File: config.mk
export PLATFORM = sky130hd
export DESIGN_NAME = decode_2_4
export DESIGN_NICKNAME = d
export VERILOG_FILES = /design/src/rtl/decode_2_4.sv
export SDC_FILE = /design/constraint.sdc
export NUM_CORES = 1
export LEC_CHECK = 0
export CORE_AREA = 4 4 41 43
export DETAILED_ROUTE_END_ITERATION = 10
export DIE_AREA = 0 0 45 47
export PLACE_DENSITY = 0.38
export SYNTH_ARGS = -nofsm -noshare
export SYNTH_HDL_FRONTEND = slang
export SYNTH_SLANG_ARGS = --single-unit
File: constraint.sdc
create_clock -name clk -period 1.2 [get_ports clk]
set_clock_uncertainty 0.05 [all_clocks]
set_input_delay 0.24 -clock clk [delete_from_list [all_inputs] [get_ports clk]]
set_output_delay 0.24 -clock clk [all_outputs]
set_load 0.005 [all_outputs]
File: src/rtl/decode_2_4.sv
// decode_2_4 -- registered 2-to-4 line decoder with active-low enable.
//
// Turns a binary select into an active-high one-hot code, captured on the
// rising clock edge, so downstream chip-select / mux-select logic sees
// glitch-free selects. Nothing combinational reaches the outputs.
//
// Ports:
//   clk       in   1      rising-edge clock
//   rst       in   1      asynchronous reset, active-high
//   indata    in   IN_W   binary select code
//   enable_n  in   1      active-low decode enable (1 = disabled)
//   outdata   out  OUT_W  registered one-hot decode, all-zero when disabled
//   out_valid out  1      registered ~enable_n; 1 when outdata holds a code
module decode_2_4 #(
  parameter int IN_W  = 2,
  parameter int OUT_W = 2**IN_W
) (
  input  logic             clk,
  input  logic             rst,
  input  logic [IN_W-1:0]  indata,
  input  logic             enable_n,
  output logic [OUT_W-1:0] outdata,
  output logic             out_valid
);

  logic [OUT_W-1:0] outdata_d, outdata_q;
  logic             valid_d,   valid_q;

  // A shift is used instead of a case table so an unknown select
  // propagates as X in simulation rather than landing in a default arm.
  always_comb begin
    outdata_d = '0;
    valid_d   = 1'b0;
    if (!enable_n) begin
      outdata_d = OUT_W'(1) << indata;
      valid_d   = 1'b1;
    end
  end

  always_ff @(posedge clk or posedge rst) begin
    if (rst) begin
      outdata_q <= '0;
      valid_q   <= 1'b0;
    end else begin
      outdata_q <= outdata_d;
      valid_q   <= valid_d;
    end
  end

  assign outdata   = outdata_q;
  assign out_valid = valid_q;

endmodule

==> results <==
-- sequential cells by signal, summed over array words and instances (netlist names) --
register,flops
outdata,4
out_valid,1
-- cell usage after synthesis --
library cell | number | share of area [%]
inv_1 | 2 | 4.7
dfrtp_1 | 5 | 78
and3b_1 | 1 | 5.4
nor3_1 | 1 | 3.1
nor3b_1 | 2 | 9.3
-- kinds of logic after synthesis --
kind of cell,count (synthesis)
buffers and inverters,2
flip-flops,5
AND/OR/NAND/NOR,4
-- through the flow --
| step | cells | worst slack (ns) |
|---|---|---|
| 2_1_floorplan | 11 | 0.5607 |
| 6_report | 39 | 0.06153 |
| 3_3_place_gp | 35 | 0.07653 |
| 5_1_grt | 39 | 0.006594 |
| 4_1_cts | 39 | 0.04250 |
| 3_5_place_dp | 35 | 0.04949 |
-- where the power goes --
part | internal (uW) | switching (uW) | leakage (uW)
registers | 176 | 1.37 | 0.0000655
clock network | 125 | 63.3 | 0.0000150
logic | 21.5 | 13.5 | 0.0000722
total | 323 | 78.2 | 0.000153
-- layout make-up --
| class | instances | share of cell area, % |
|---|---|---|
| clock buffers | 4 | 9.052 |
| inverters | 2 | 2.586 |
| multi-input cells | 4 | 9.914 |
| flip-flops and latches | 5 | 43.10 |
| well taps | 15 | 6.466 |
| repair buffers | 9 | 28.88 |
-- cell usage in the layout (no fill, tap or decap) --
cell type        n
dfrtp_1          5
dlygate4sd2_1    5
clkdlybuf4s50_1  4
clkbuf_4         3
inv_1            2
nor3b_1          2
nor3_1           1
and3b_1          1
clkbuf_1         1
-- repair_timing --
| item | in CTS | in global routing |
|---|---|---|
| endpoints found under the setup margin | 5 | 0 |
| gates resized for setup | 5 | 0 |
| endpoints found under the hold margin | 0 | 0 |
-- per-layer routing --
layer | routed length, um | vias up | global-route usage, %
li1 | - | 61 | -
met3 | 34 | 2 | 3.448
met2 | 155 | 8 | 5.367
met1 | 133 | 59 | 4.398
met5 | 0 | - | 0
met4 | 19 | 0 | 8.772
-- worst paths after layout --
check / from / to / cells past startpoint
hold / removal: rst / outdata[1] / 2
max in group asynchronous: rst / out_valid / 2
min in group clk: enable_n / out_valid / 2
setup / recovery: outdata[0] / outdata[0] / 1
==> load_flow_metrics.sql <==
INSERT INTO impl_metrics (metric_group, metric, value, unit) VALUES
('route', 'antenna_violating_nets_post_route', '0', ''),
('sta', 'report.final.hold_viol_count', '0', ''),
('placement', 'io_buffer_count', '9', ''),
('clock_tree', 'tritoncts', 'built', ''),
('die', 'starting_density_of_the_core', '12.40', '%'),
('grt', 'grt_max_degree', '6', ''),
('run', 'timing.max_cap.violations', '0', ''),
('clock_tree', 'clock-sinks', '5', ''),
('route', 'drc', '0', ''),
('finish', 'n_antenna_cell', '0', ''),
('sta', 'hold_ws', '0.1497', 'ns'),
('die', 'dieArea', '2115', 'um^2'),
('sta', 'layout_worst_path_cycle_share', '94.87', '%'),
('finish', 'layout.area.seq', '125.1', 'um^2'),
('synth', 'synthesis.area_per_instance', '14.67', 'um^2'),
('clock_tree', 'clk_path_buf_depth', '2', ''),
('sta', 'timing.fmax', '878.4', 'MHz'),
('grt', 'gr_overflow_total', '0', ''),
('power_and_ir_drop', 'power.ir.vdd_worst', '0.0003736', 'V'),
('route', 'routed_vias', '130', ''),
('synth', 'synth_seq_cells', '5', ''),
('min_path', 'timing.hold.worst.class', 'in -> async', ''),
('sta', 'slew_at_the_pin_closest_to_its_max_slew_limit', '0.2214', 'ns'),
('grt', 'grt_pass1_vias', '127', ''),
('grt', 'globalRouteTotalUtil', '4.928', '%'),
('worst_setup_path', 'worst_setup_path_end_kind', 'primary output', ''),
('worst_setup_path', 'worst-endpoint-required', '0.91', 'ns'),
('route', 'detail_route.wl_per_cell', '8.769', 'um'),
('finish', 'finish.net_count', '30', ''),
('synth', 'yosysSeqAreaShare', '77.52', '%'),
('synth', 'synthCells', '11', ''),
('worst_setup_path', 'setup.worst_path.start_class', 'register', ''),
('finish', 'drive_above_1_share', '12.50', '%'),
('clock_tree', 'tritoncts_buffers', '3', ''),
('power_and_ir_drop', 'totalPowerFinal', '401.1', 'uW'),
('synth', 'synth.area.mux_share', '0', '%'),
('power_and_ir_drop', 'power_leakage', '0.0001526', 'uW'),
('finish', 'layout.core_utilization', '22.31', '%'),
('worst_setup_path', 'max_stage_delay', '0.35', 'ns'),
('sta', 'final_period_minus_worst_setup_slack', '1.138', 'ns'),
('synth', 'combinational_family_with_the_most_area_after_synthesis', 'simple AND/OR/NAND/NOR gates', ''),
('clock_tree', 'holdBufCountCts', '0', ''),
('worst_setup_path', 'critical_path.slowest_cell', 'dfrtp_1', ''),
('clock_tree', 'cts_setup_buffers', '0', ''),
('route', 'initialDrtViolationCount', '3', ''),
('sta', 'worst_slew_margin_rel', '85.21', '%'),
('synth', 'post_synth_fa_ha_maj_area_fraction', '0', '%'),
('clock_tree', 'clkSlewWorstSetupHoldPaths', '0.04', 'ns'),
('placement', 'globalplace.congestion', '0.6936', ''),
('synth', 'synth_compound_gate_area_share', '0', '%'),
('synth', 'synth_warnings', '0', ''),
('finish', 'area.growth.synth_to_final', '79.84', '%'),
('worst_setup_path', 'cp_data_arrival_time', '0.85', 'ns'),
('die', 'fp.dieW', '45', 'um'),
('placement', 'detailed_place.area', '270.3', 'um^2'),
('worst_setup_path', 'timing.critical_path.cells', 'dlygate4sd2_1', ''),
('sta', 'max_slew_violation_count', '0', ''),
('clock_tree', 'clock_tree.root_cell', 'clkbuf_4', ''),
('finish', 'final_design_area_no_fill', '290.3', 'um^2'),
('power_and_ir_drop', 'power-per-cell-area', '1382', 'nW/um^2'),
('placement', 'dp.final_hpwl', '285.1', 'um'),
('die', 'coreArea', '1301', 'um^2'),
('synth', 'syn_area', '161.4', 'um^2'),
('sta', 'grt_setup_unrepaired', 'false', ''),
('synth', 'synth_xor_area_share', '0', '%'),
('outcome', 'status', 'complete, no violations', ''),
('sta', 'fin_tns_setup', '0', 'ns'),
('die', 'std_cell_rows', '13', ''),
('synth', 'synthDistinctLibCells', '5', ''),
('route', 'avgViaCountPerCell', '3.333', ''),
('synth', 'mappedNetlistNets', '16', ''),
('worst_setup_path', 'critical_path.n_buffers_inverters', '1', ''),
('worst_setup_path', 'cp_top_family', 'flip-flops', ''),
('worst_setup_path', 'timing_worst_setup_path_type', 'reg -> out', ''),
('die', 'die_h', '47', 'um'),
('sta', 'final_setup_violation_count', '0', ''),
('route', 'drt_first_pass_iters', '2', ''),
('clock_tree', 'cts-htree-levels', '1', ''),
('finish', 'multi_input_area', '28.78', 'um^2'),
('finish', 'fill_cells', '151', ''),
('grt', 'grt_pass1_wl', '586', 'um'),
('route', 'totalWireLength', '342', 'um'),
('synth', 'synth_simple_gate_area_share', '17.83', '%'),
('worst_setup_path', 'critPathMaxFanout', '1', ''),
('die', 'io_pins', '10', ''),
('grt', 'antenna_violations_before_repair', '0', '');
Note: power is estimated with default switching activity, not from simulation.
